===== src/rtl/conv_seq.sv =====
// conv_seq: sequential 1-D convolution controller over X/Y read ports.
// Produces Z[i] = sum X[j]*Y[i-j], one MAC per cycle, one Z write per i.
module conv_seq #(
  parameter int DATA_WIDTH = 8,
  parameter int ADDR_WIDTH = 5
) (
  input  logic                    clk,
  input  logic                    rst,
  input  logic                    start_i,
  input  logic [ADDR_WIDTH:0]     size_x_i,
  input  logic [ADDR_WIDTH:0]     size_y_i,
  output logic                    busy_o,
  output logic                    done_o,
  output logic [ADDR_WIDTH-1:0]   x_rd_addr_o,
  input  logic [DATA_WIDTH-1:0]   x_rd_data_i,
  output logic [ADDR_WIDTH-1:0]   y_rd_addr_o,
  input  logic [DATA_WIDTH-1:0]   y_rd_data_i,
  output logic                    z_we_o,
  output logic [ADDR_WIDTH:0]     z_wr_addr_o,
  output logic [2*DATA_WIDTH-1:0] z_wr_data_o
);

  localparam int AW = ADDR_WIDTH;
  localparam int CW = ADDR_WIDTH + 1;
  localparam int DW = 2 * DATA_WIDTH;
  localparam logic [CW-1:0] MAXN = {1'b1, {AW{1'b0}}};

  typedef enum logic [2:0] {
    IDLE, SETUP, READ, DRAIN, WRITE, DONE
  } state_t;

  state_t        state;
  logic [CW-1:0] nx, ny, i, j, j_hi;
  logic [DW-1:0] acc;
  logic          rd_valid;

  logic [CW-1:0] sat_x, sat_y;
  logic [CW-1:0] j_lo_c, j_hi_c, j_nx, i_nx;
  logic [AW-1:0] y_lo, y_nx;
  logic [CW:0]   n_z;
  logic [DW-1:0] prod, acc_nx;

  assign sat_x = (size_x_i > MAXN) ? MAXN : size_x_i;
  assign sat_y = (size_y_i > MAXN) ? MAXN : size_y_i;

  // Valid j window for the current output index i.
  assign j_lo_c = (i >= ny) ? i - ny + CW'(1) : '0;
  assign j_hi_c = (i < nx) ? i : nx - CW'(1);
  assign j_nx   = j + CW'(1);
  assign i_nx   = i + CW'(1);

  // i-j always fits in AW bits, so modular subtraction is exact.
  assign y_lo = i[AW-1:0] - j_lo_c[AW-1:0];
  assign y_nx = i[AW-1:0] - j_nx[AW-1:0];

  assign n_z = {1'b0, nx} + {1'b0, ny} - (CW+1)'(1);

  assign prod = {{DATA_WIDTH{1'b0}}, x_rd_data_i}
              * {{DATA_WIDTH{1'b0}}, y_rd_data_i};
  assign acc_nx = acc + (rd_valid ? prod : '0);

  always_ff @(posedge clk) begin
    if (rst) begin
      state       <= IDLE;
      nx          <= '0;
      ny          <= '0;
      i           <= '0;
      j           <= '0;
      j_hi        <= '0;
      acc         <= '0;
      rd_valid    <= 1'b0;
      busy_o      <= 1'b0;
      done_o      <= 1'b0;
      z_we_o      <= 1'b0;
      x_rd_addr_o <= '0;
      y_rd_addr_o <= '0;
      z_wr_addr_o <= '0;
      z_wr_data_o <= '0;
    end else begin
      // Read data lags the address by one cycle.
      rd_valid <= (state == READ);
      unique case (state)
        IDLE: begin
          if (start_i) begin
            nx     <= sat_x;
            ny     <= sat_y;
            i      <= '0;
            busy_o <= 1'b1;
            if (sat_x == '0 || sat_y == '0) begin
              state  <= DONE;
              done_o <= 1'b1;
            end else begin
              state <= SETUP;
            end
          end
        end
        SETUP: begin
          acc         <= '0;
          j           <= j_lo_c;
          j_hi        <= j_hi_c;
          x_rd_addr_o <= j_lo_c[AW-1:0];
          y_rd_addr_o <= y_lo;
          state       <= READ;
        end
        READ: begin
          acc <= acc_nx;
          if (j == j_hi) begin
            state <= DRAIN;
          end else begin
            j           <= j_nx;
            x_rd_addr_o <= j_nx[AW-1:0];
            y_rd_addr_o <= y_nx;
          end
        end
        DRAIN: begin
          acc         <= acc_nx;
          z_we_o      <= 1'b1;
          z_wr_addr_o <= i;
          z_wr_data_o <= acc_nx;
          state       <= WRITE;
        end
        WRITE: begin
          z_we_o <= 1'b0;
          i      <= i_nx;
          if ({1'b0, i_nx} < n_z) begin
            state <= SETUP;
          end else begin
            state  <= DONE;
            done_o <= 1'b1;
          end
        end
        DONE: begin
          done_o <= 1'b0;
          busy_o <= 1'b0;
          state  <= IDLE;
        end
        default: state <= IDLE;
      endcase
    end
  end

endmodule


===== config.mk =====
export PLATFORM = sky130hd
export DESIGN_NAME = conv_seq
export DESIGN_NICKNAME = d
export VERILOG_FILES = /design/src/rtl/conv_seq.sv
export SDC_FILE = /design/constraint.sdc
export NUM_CORES = 1
export LEC_CHECK = 0
export BUFFER_PORTS_ARGS = -buffer_cell sky130_fd_sc_hd__buf_4
export CAP_MARGIN = 25
export CORE_MARGIN = 4
export CORE_UTILIZATION = 40
export DETAILED_ROUTE_END_ITERATION = 12
export HOLD_SLACK_MARGIN = 0.02
export SYNTH_ARGS = -nofsm -noshare
export SYNTH_HDL_FRONTEND = slang
export SYNTH_SLANG_ARGS = --single-unit

===== constraint.sdc =====
create_clock -name clk -period 4.8 [get_ports clk]
set_input_delay 0.24 -clock clk [delete_from_list [all_inputs] [get_ports clk]]
set_output_delay 0.24 -clock clk [all_outputs]
set_load 0.1 [all_outputs]

==> results of run 1 <==
cells by family after synthesis:
group	Yosys count
simple gates	285
compound gates	174
fa+ha+maj	133
buf+inv	125
flops	80
xor+xnor	49
mux	8
worst max-delay path, delay by kind of cell:
kind	cells	cell delay, ns
xor+xnor	2	0.29
simple gates	3	0.28
compound gates	9	1.51
fa+ha+maj	6	2.48
buf+inv	4	0.23
power by group:
group / switching [mW] / internal, mW
clock: 0.291 / 0.472
sequential: 0.114 / 0.758
combinational: 1.41 / 1.02
timing repair:
action / 4_1_cts / 5_1_grt
setup buffers: 0 / 2
gates resized for setup: 16 / 62
setup endpoints to repair: 6 / 13
hold endpoints to repair: 0 / 0
pin swaps: 13 / 46
placed cells by master, fill, tap and decap left out, types with 23 or more instances in the layout:
cell / n
nor2_1: 69
dfxtp_1: 80
a21oi_1: 51
fa_1: 39
inv_1: 84
a21o_1: 23
buf_4: 118
nand2_1: 54
and2_1: 55
xnor2_1: 26
ha_1: 79
area by class of cell:
class	instances	area, um2
Fill cell	1683	8360
Multi-Input combinational cell	649	5520
Sequential cell	80	1600
Timing Repair Buffer	130	1030
Inverter	93	349
Tap cell	225	282
Clock buffer	10	239
Clock inverter	6	92.6
layer usage:
layer / track usage, % / part of all wire, % / up-vias
li1: - / - / 3099
met1: 23.2 / 46 / 2847
met2: 31.0 / 49 / 81
met3: 2.86 / 3.3 / 14
met4: 3.84 / 1.1 / 0
met5: 0 / 0 / -
worst max-delay path by stage:
stage                        start         endpoint  slack (ns)  cells past startpoint
CTS                 x_rd_data_i[2]          acc[14]       -0.01                     22
detailed placement  x_rd_data_i[3]  z_wr_data_o[15]       -0.48                     23
floorplan           x_rd_data_i[3]  z_wr_data_o[15]       -0.02                     22
finish              x_rd_data_i[5]          acc[15]       -0.06                     24
global route        x_rd_data_i[4]          acc[15]       -0.26                     24
global placement    x_rd_data_i[0]  z_wr_data_o[15]       -0.46                     24
through the flow:
stage	util (%)	total power, mW	setup TNS, ns	hold WS [ns]	cell area, um2
final	52.1	4.07	-0.0838	0.182	9110
after global routing	52.1	4.39	-0.812	0.211	9110
after CTS	50.7	4.01	-0.0191	0.176	8860
after global placement	48.2	3.13	-3.63	0.444	8430
after detailed placement	48.2	3.16	-4.31	0.447	8430
after floorplan	-	2.61	-0.0230	0.384	7330
state kept, by name, indices dropped and copies added (netlist names):
register and count:
j 2, rd_valid 1, acc 16, state 3
z_wr_addr_o 6, busy_o 1, done_o 1, y_rd_addr_o 5
i 6, j_hi 6, ny 6, x_rd_addr_o 4
z_we_o 1, z_wr_data_o 16, nx 6
==> flow_summary.ini, run 1 <==
[placement]
gp_congestion = 0.850
place_inst = 1175
hpwlAfterDp_mm = 13.7
placement.io_buffers = 65
pre_cts_slack_ns = -0.477

[yosys]
muxShareOfSynthArea_pct = 1.11
synth.most_common_cell = inv_1
yosysTopAreaCellShare_pct = 22.2
yosys.area_share.simple_pct = 20.1
synth_fa_ha_area_share_pct = 27.5
synthCells = 854
ys_top_cells_by_count = inv_1 (93), ha_1 (91), dfxtp_1 (80)
synth-async-reset-ratio_pct = 0
synth_compound_area_share_pct = 16.3
synth_edf_count = 0
ys_seq_area_share_pct = 22.2
syn-cell-area_um2 = 7200
synth_area_leader_cell = dfxtp_1
yosysWarnings = 0
ys_types = 56
syn-num-nets = 1018
synth_top_family_by_area = adder cells
synth_area_leaders = dfxtp_1 (22%), ha_1 (16%), fa_1 (12%), and2_1 (5.9%), inv_1 (4.8%)
ys_ff_latch = 80
synth_xor_area_share_pct = 5.96
ys.flop_type = dfxtp_1
avgSynthCellArea_um2 = 8.44

[die]
fp.dieArea_um2 = 20200
start_util_pct = 41.2
die_w_um = 142
die_h_um = 142
rows = 48
core_um2 = 17500
pin_count = 66

[min_path]
min-delay-start = size_x_i[5]
hold_path_end = nx[5]
hold_class = in2reg
whs_path_depth = 3

[layout]
drive_gt1_share_pct = 23.6
area_delta_synth_final_pct = 26.5
nets = 1127
stdcell_count = 1193
antenna_cells = 0

[setup_path]
cp_slowest_cell = fa_1
startpoint_type = input pin
worstPathCellList = buf_6, nand2_2, fa_1, fa_1, inv_2, fa_1, inv_2, fa_1, inv_2, ha_4, a41oi_4, a31oi_4, a21o_1, a21oi_2, xnor2_1, and2_4, ha_4, a21oi_2, o21bai_2, a21oi_2, o311ai_4, xnor2_2, a22oi_1, nor2_1
timing.rr.start = i[3]
rrSetupSlack_ns = 1.11
critPathMaxStageDelay_ns = 0.53
cp.required_ns = 5.00
worst_r2r_path_depth = 14
endpoint_kind = register
critPathKind = in2reg
crit_top_cell = fa_1
crit_fanout = 6
crit_arrival_ns = 5.05
r2r-end = y_rd_addr_o[4]

[route]
wl_per_cell_um = 14.6
remaining_drc_errors = 0
viasPerCell = 5.06
antenna_left = 0
drt-initial-drc-count = 236
dr.pass1.iters = 4
wl_mm = 17.5
num_vias = 6041

[global_route]
grt_pass1_vias = 6079
grt_max_degree = 88
grt_usage_pct = 17.8
antenna_found_initial = 0
grt_pass1_wl_mm = 29.7
grt_overflow = 0

[timing]
grt_setup_unrepaired = true
max-slew-margin-rel_pct = 38.6
finalMaxSlewViolations = 0
tightest_slew_ns = 0.921
finalSetupViolations = 2
fin_ws_ns = -0.0559
fin_crit_sh_pct = 101
clock.fmax_ghz = 0.206
finalHoldViolations = 0
skew_ns = 0.00670
post-route-min-period_ns = 4.86

[clock_tree]
cts_num_sinks = 80
h-tree-depth = 3
numCtsBuffers = 9
clockBufferDepth = 2
cts_hold_buffers = 0
clkLatencyLatePin_ns = 0.34
clk_pin_slew_worst_paths_ns = 0.06
root_buffer = clkbuf_16
cts_tree = built

[power]
p_per_area_nw_per_um2 = 446
power.leakage_nw = 4.26
max-vdd-ir-drop_v = 0.000304

[run_status]
violations = setup timing
status = finished with violations

[job]
cap_violations = 0
(Power assumes the default switching activity.)
==> run 2, diff against run 1 <==
--- a/config.mk
+++ b/config.mk
@@ -11,6 +11,7 @@
 export CORE_UTILIZATION = 40
 export DETAILED_ROUTE_END_ITERATION = 12
 export HOLD_SLACK_MARGIN = 0.02
+export RECOVER_POWER = 25
 export SYNTH_ARGS = -nofsm -noshare
 export SYNTH_HDL_FRONTEND = slang
 export SYNTH_SLANG_ARGS = --single-unit
==> run 2 against run 1 <==
Net effect:
- the flow still finishes with violations (setup timing)
- flip-flop and latch count unchanged
- first-iteration DRC count shrank 3.4%
- combinational power is essentially flat
- non-clock buffer count unchanged
- critical path depth unchanged
- cell area down 1.0%
- register-to-register slack gained 0.02 ns
- worst setup slack better by 0.0063 ns
- critical path type unchanged
- largest power group unchanged
==> flow_summary.ini, run 2 (same netlist as run 1, synthesis figures left out) <==
[die]
pin_count = 66
rows = 48
start_util_pct = 41.2
die_h_um = 142
core_um2 = 17500
fp.dieArea_um2 = 20200
die_w_um = 142

[setup_path]
path_buf_inv = 4
cp_slowest_cell = fa_1
crit_fanout = 6
cp_top_family = adder cells
startpoint_type = input pin
crit_arrival_ns = 5.05
endpoint_kind = register
critPathKind = in2reg
crit_top_cell = fa_1
worstPathCellList = buf_6, nand2_2, fa_1, fa_1, inv_2, fa_1, inv_2, fa_1, inv_2, ha_4, a41oi_4, a31oi_4, a21o_1, a21oi_2, xnor2_1, and2_4, ha_4, a21oi_2, o21bai_2, a21oi_2, o311ai_4, xnor2_2, a22oi_1, nor2_1
critPathMaxStageDelay_ns = 0.53
cp.required_ns = 5.00

[layout]
stdcell_count = 1193
fillCellCount = 1706
drive_gt1_share_pct = 21.0
nets = 1127
fin_util_pct = 51.6
final_common_cell = buf_4
antenna_cells = 0
area_delta_synth_final_pct = 25.2
final_cell_mix = buf_4 (93), inv_1 (84), dfxtp_1 (80)
reg_top3 = acc (16), z_wr_data_o (16)

[clock_tree]
root_buffer = clkbuf_16
cts_num_sinks = 80
h-tree-depth = 3
cts_hold_buffers = 0
cts_tree = built
clkLatencyLatePin_ns = 0.34
clk_pin_slew_worst_paths_ns = 0.06
clockBufferDepth = 2
numCtsBuffers = 9

[global_route]
grt_overflow = 0
antenna_found_initial = 0
grt_usage_pct = 17.8
grt_max_degree = 88
grt_pass1_vias = 6079
grt_pass1_wl_mm = 29.7

[power]
p_comb_share_pct = 59.6
p_seq_share_pct = 21.6
p_per_area_nw_per_um2 = 449
clockPowerShare_pct = 18.9
swShare_pct = 45.0
p_int_mw = 2.23
power.leakage_nw = 4.15
max-vdd-ir-drop_v = 0.000301
p_switching_mw = 1.82

[placement]
place_inst = 1175
pre_cts_slack_ns = -0.477
placement.io_buffers = 65
gp_congestion = 0.850
hpwlAfterDp_mm = 13.7

[timing]
finalHoldViolations = 0
post-route-min-period_ns = 4.85
clock.fmax_ghz = 0.206
skew_ns = 0.00621
fin_ws_ns = -0.0496
fin_crit_sh_pct = 101
tightest_slew_ns = 1.20
max-slew-margin-rel_pct = 20.4
finalMaxSlewViolations = 0
grt_setup_unrepaired = true
finalSetupViolations = 2

[job]
cap_violations = 0

[route]
num_vias = 6014
viasPerCell = 5.04
drt-initial-drc-count = 228
antenna_left = 0
wl_per_cell_um = 14.7
dr.pass1.iters = 4
remaining_drc_errors = 0
wl_mm = 17.5

[run_status]
violations = setup timing
status = finished with violations

[min_path]
hold_class = in2reg
run 2: cell types whose count changed in the layout (fill, tap and decap cells not counted), sizes merged:
cell    before  now
buf        130  105
clkbuf      10   35
run 2: power groups by stage:
stage | Combinational [mW] | Clock, mW | Sequential (mW)
detailed placement | 2.27 | 0 | 0.886
floorplan | 1.60 | 0 | 1.01
finish | 2.41 | 0.763 | 0.872
global placement | 2.25 | 0 | 0.883
global route | 2.68 | 0.805 | 0.886
CTS | 2.36 | 0.779 | 0.871
run 2: layer usage:
metal | global-route usage, % | wire length [um]
met1 | 23.2 | 8160
met4 | 3.84 | 181
met5 | 0 | 0
met3 | 2.86 | 557
met2 | 31.0 | 8630
run 2: layout make-up:
type,instances,area (um2),share of cell area [%]
clock buffer,10,239,2.65
tap,225,282,3.12
inverter,93,349,3.87
clock inverter,6,92.6,1.03
multi-input combinational,649,5520,61.2
timing repair buffer,130,940,10.4
sequential,80,1600,17.8
run 2: worst paths after layout:
| check | start | endpoint | slack, ns | cells after the start |
|---|---|---|---|---|
| min | size_x_i[5] | nx[5] | 0.18 | 3 |
| max reg2reg | i[3] | y_rd_addr_o[4] | 1.13 | 14 |
| max | x_rd_data_i[5] | acc[15] | -0.05 | 24 |
| min reg2reg | z_wr_data_o[8] | z_wr_data_o[8] | 0.45 | 2 |
run 2: worst min-delay path, delay by kind of cell:
kind | cells | cell delay, ns
AND/OR/NAND/NOR | 1 | 0.07
multiplexers | 1 | 0.06
buffers and inverters | 1 | 0.12
run 2: metrics by stage:
step	hold WS (ns)	power, mW	setup TNS, ns	instance area (um2)
2_1_floorplan	0.384	2.61	-0.0230	7330
5_1_grt	0.211	4.37	-0.812	9020
3_5_place_dp	0.447	3.16	-4.31	8430
4_1_cts	0.176	4.01	-0.0191	8860
3_3_place_gp	0.444	3.13	-3.63	8430
6_report	0.182	4.05	-0.0725	9020
run 2: timing repair:
action	4_1_cts	5_1_grt
setup buffers	0	2
pin swaps	13	46
resized for setup	16	62
setup endpoints to repair	6	13
==> run 3, diff against run 2 <==
--- a/config.mk
+++ b/config.mk
@@ -11,6 +11,7 @@
 export CORE_UTILIZATION = 40
 export DETAILED_ROUTE_END_ITERATION = 12
 export HOLD_SLACK_MARGIN = 0.02
+export MAX_ROUTING_LAYER = met4
 export RECOVER_POWER = 25
 export SYNTH_ARGS = -nofsm -noshare
 export SYNTH_HDL_FRONTEND = slang
==> run 3 against run 2 <==
Net effect:
- the flow still finishes with violations (setup timing)
- count of clock-buffer cells in the layout did not move
- fmax hardly changed
- combinational power barely moved
- global-route usage increased by 0.55 points
- largest power group unchanged
- highest routed layer unchanged
- via count is 0.17% higher
- clock power barely moved
- critical path depth unchanged
- final cell count unchanged
==> flow_summary.ini, run 3 (same netlist as run 1, synthesis figures left out) <==
[power]
p_switching_mw = 1.82
p_comb_share_pct = 59.6
finalPower_mw = 4.04
p_per_area_nw_per_um2 = 448
swShare_pct = 44.9
p_int_mw = 2.23
p_seq_share_pct = 21.6
clockPowerShare_pct = 18.9
max-vdd-ir-drop_v = 0.000301
power.leakage_nw = 4.15

[setup_path]
cp_slowest_cell = fa_1
crit_arrival_ns = 5.05
critPathMaxStageDelay_ns = 0.53
cp_top_family = adder cells
crit_fanout = 6
startpoint_type = input pin
r2r-end = y_rd_addr_o[4]
timing.rr.start = i[3]
cp.required_ns = 5.00
worstPathCellList = buf_6, nand2_2, fa_1, fa_1, inv_2, fa_1, inv_2, fa_1, inv_2, ha_4, a41oi_4, a31oi_4, a21o_1, a21oi_2, xnor2_1, and2_4, ha_4, a21oi_2, o21bai_2, a21oi_2, o311ai_4, xnor2_2, a22oi_1, nor2_1
endpoint_kind = register
path_buf_inv = 4
worst_r2r_path_depth = 14
rrSetupSlack_ns = 1.18
crit_top_cell = fa_1
critPathKind = in2reg

[timing]
max-slew-margin-rel_pct = 20.4
grt_setup_unrepaired = true
finalMaxSlewViolations = 0
tightest_slew_ns = 1.20
clock.fmax_ghz = 0.206
fin_ws_ns = -0.0499
finalHoldViolations = 0
fin_crit_sh_pct = 101
finalSetupViolations = 2
skew_ns = 0.00717
post-route-min-period_ns = 4.85

[run_status]
status = finished with violations
violations = setup timing

[layout]
area_delta_synth_final_pct = 25.2
drive_gt1_share_pct = 21.0
stdcell_count = 1193
antenna_cells = 0
reg_top3 = acc (16), z_wr_data_o (16)
final_cell_mix = buf_4 (93), inv_1 (84), dfxtp_1 (80)
final_common_cell = buf_4
fin_util_pct = 51.6
nets = 1127

[clock_tree]
cts_num_sinks = 80
clkLatencyLatePin_ns = 0.34
cts_tree = built
clk_pin_slew_worst_paths_ns = 0.06
numCtsBuffers = 9
h-tree-depth = 3
root_buffer = clkbuf_16
clockBufferDepth = 2

[die]
start_util_pct = 41.2
fp.dieArea_um2 = 20200
core_um2 = 17500
die_w_um = 142
die_h_um = 142
pin_count = 66
rows = 48

[placement]
hpwlAfterDp_mm = 13.7
place_inst = 1175
gp_congestion = 0.864
placement.io_buffers = 65
pre_cts_slack_ns = -0.477

[global_route]
grt_usage_pct = 18.3
grt_pass1_vias = 6054
grt_max_degree = 88
antenna_found_initial = 0
grt_overflow = 0
grt_pass1_wl_mm = 29.7

[route]
antenna_left = 0
wl_mm = 17.6
num_vias = 6024
remaining_drc_errors = 0
drt-initial-drc-count = 281
wl_met3_um = 525
highest_layer = met4
met2WireLength_mm = 8.63
viasPerCell = 5.05
dr.pass1.iters = 4
drt-met1-wl_mm = 8.23
wl_per_cell_um = 14.7

[min_path]
min-delay-start = size_x_i[5]
hold_path_end = nx[5]
hold_class = in2reg
whs_path_depth = 3

[job]
cap_violations = 0
## run 3: cell counts in the layout (fill, tap and decap cells not counted)
Identical to the previous run, type by type.
## run 3: timing repair
item / 4_1_cts / 5_1_grt
endpoints found under the setup margin: 6 / 13
resized for setup: 16 / 62
hold buffers: 0 / 0
pin swaps: 13 / 46
setup buffers: 0 / 2
## run 3: through the flow
step | area, um2 | hold WS, ns | setup TNS, ns
after floorplan | 7330 | 0.384 | -0.0230
after global placement | 8430 | 0.444 | -3.63
after detailed placement | 8430 | 0.447 | -4.31
after CTS | 8860 | 0.176 | -0.0191
after global routing | 9020 | 0.211 | -0.812
final | 9020 | 0.186 | -0.0752
## run 3: metal layers
metal  GRT usage, %  vias to the layer above
met5              -                        -
met4           3.84                        0
met3           2.69                       14
met2           31.0                       73
met1           23.4                     2842
li1               -                     3095
## run 3: worst min-delay path, cell delays in order
cell	delay, ns
buf_4	0.12
mux2i_1	0.07
nor2_1	0.07
## run 3: layout make-up
class	instances	area [um2]
sequential	80	1600
clock inverter	6	92.6
multi-input combinational	649	5520
timing repair buffer	130	940
clock buffer	10	239
fill	1706	8460
tap	225	282
inverter	93	349
## run 3: how the worst max path moves through the flow
stage                     slack (ns)           start  depth (start not counted)              end
final                          -0.05  x_rd_data_i[5]                         24          acc[15]
after global placement         -0.46  x_rd_data_i[0]                         24  z_wr_data_o[15]
after detailed placement       -0.48  x_rd_data_i[3]                         23  z_wr_data_o[15]
after global routing           -0.26  x_rd_data_i[4]                         24          acc[15]
after floorplan                -0.02  x_rd_data_i[3]                         22  z_wr_data_o[15]
after CTS                      -0.01  x_rd_data_i[2]                         22          acc[14]
## run 3: power by group through the flow
stage,Sequential (mW),Clock [mW],Combinational (mW)
floorplan,1.01,0,1.60
global placement,0.883,0,2.25
detailed placement,0.886,0,2.27
CTS,0.871,0.779,2.36
global route,0.887,0.805,2.68
finish,0.872,0.762,2.41
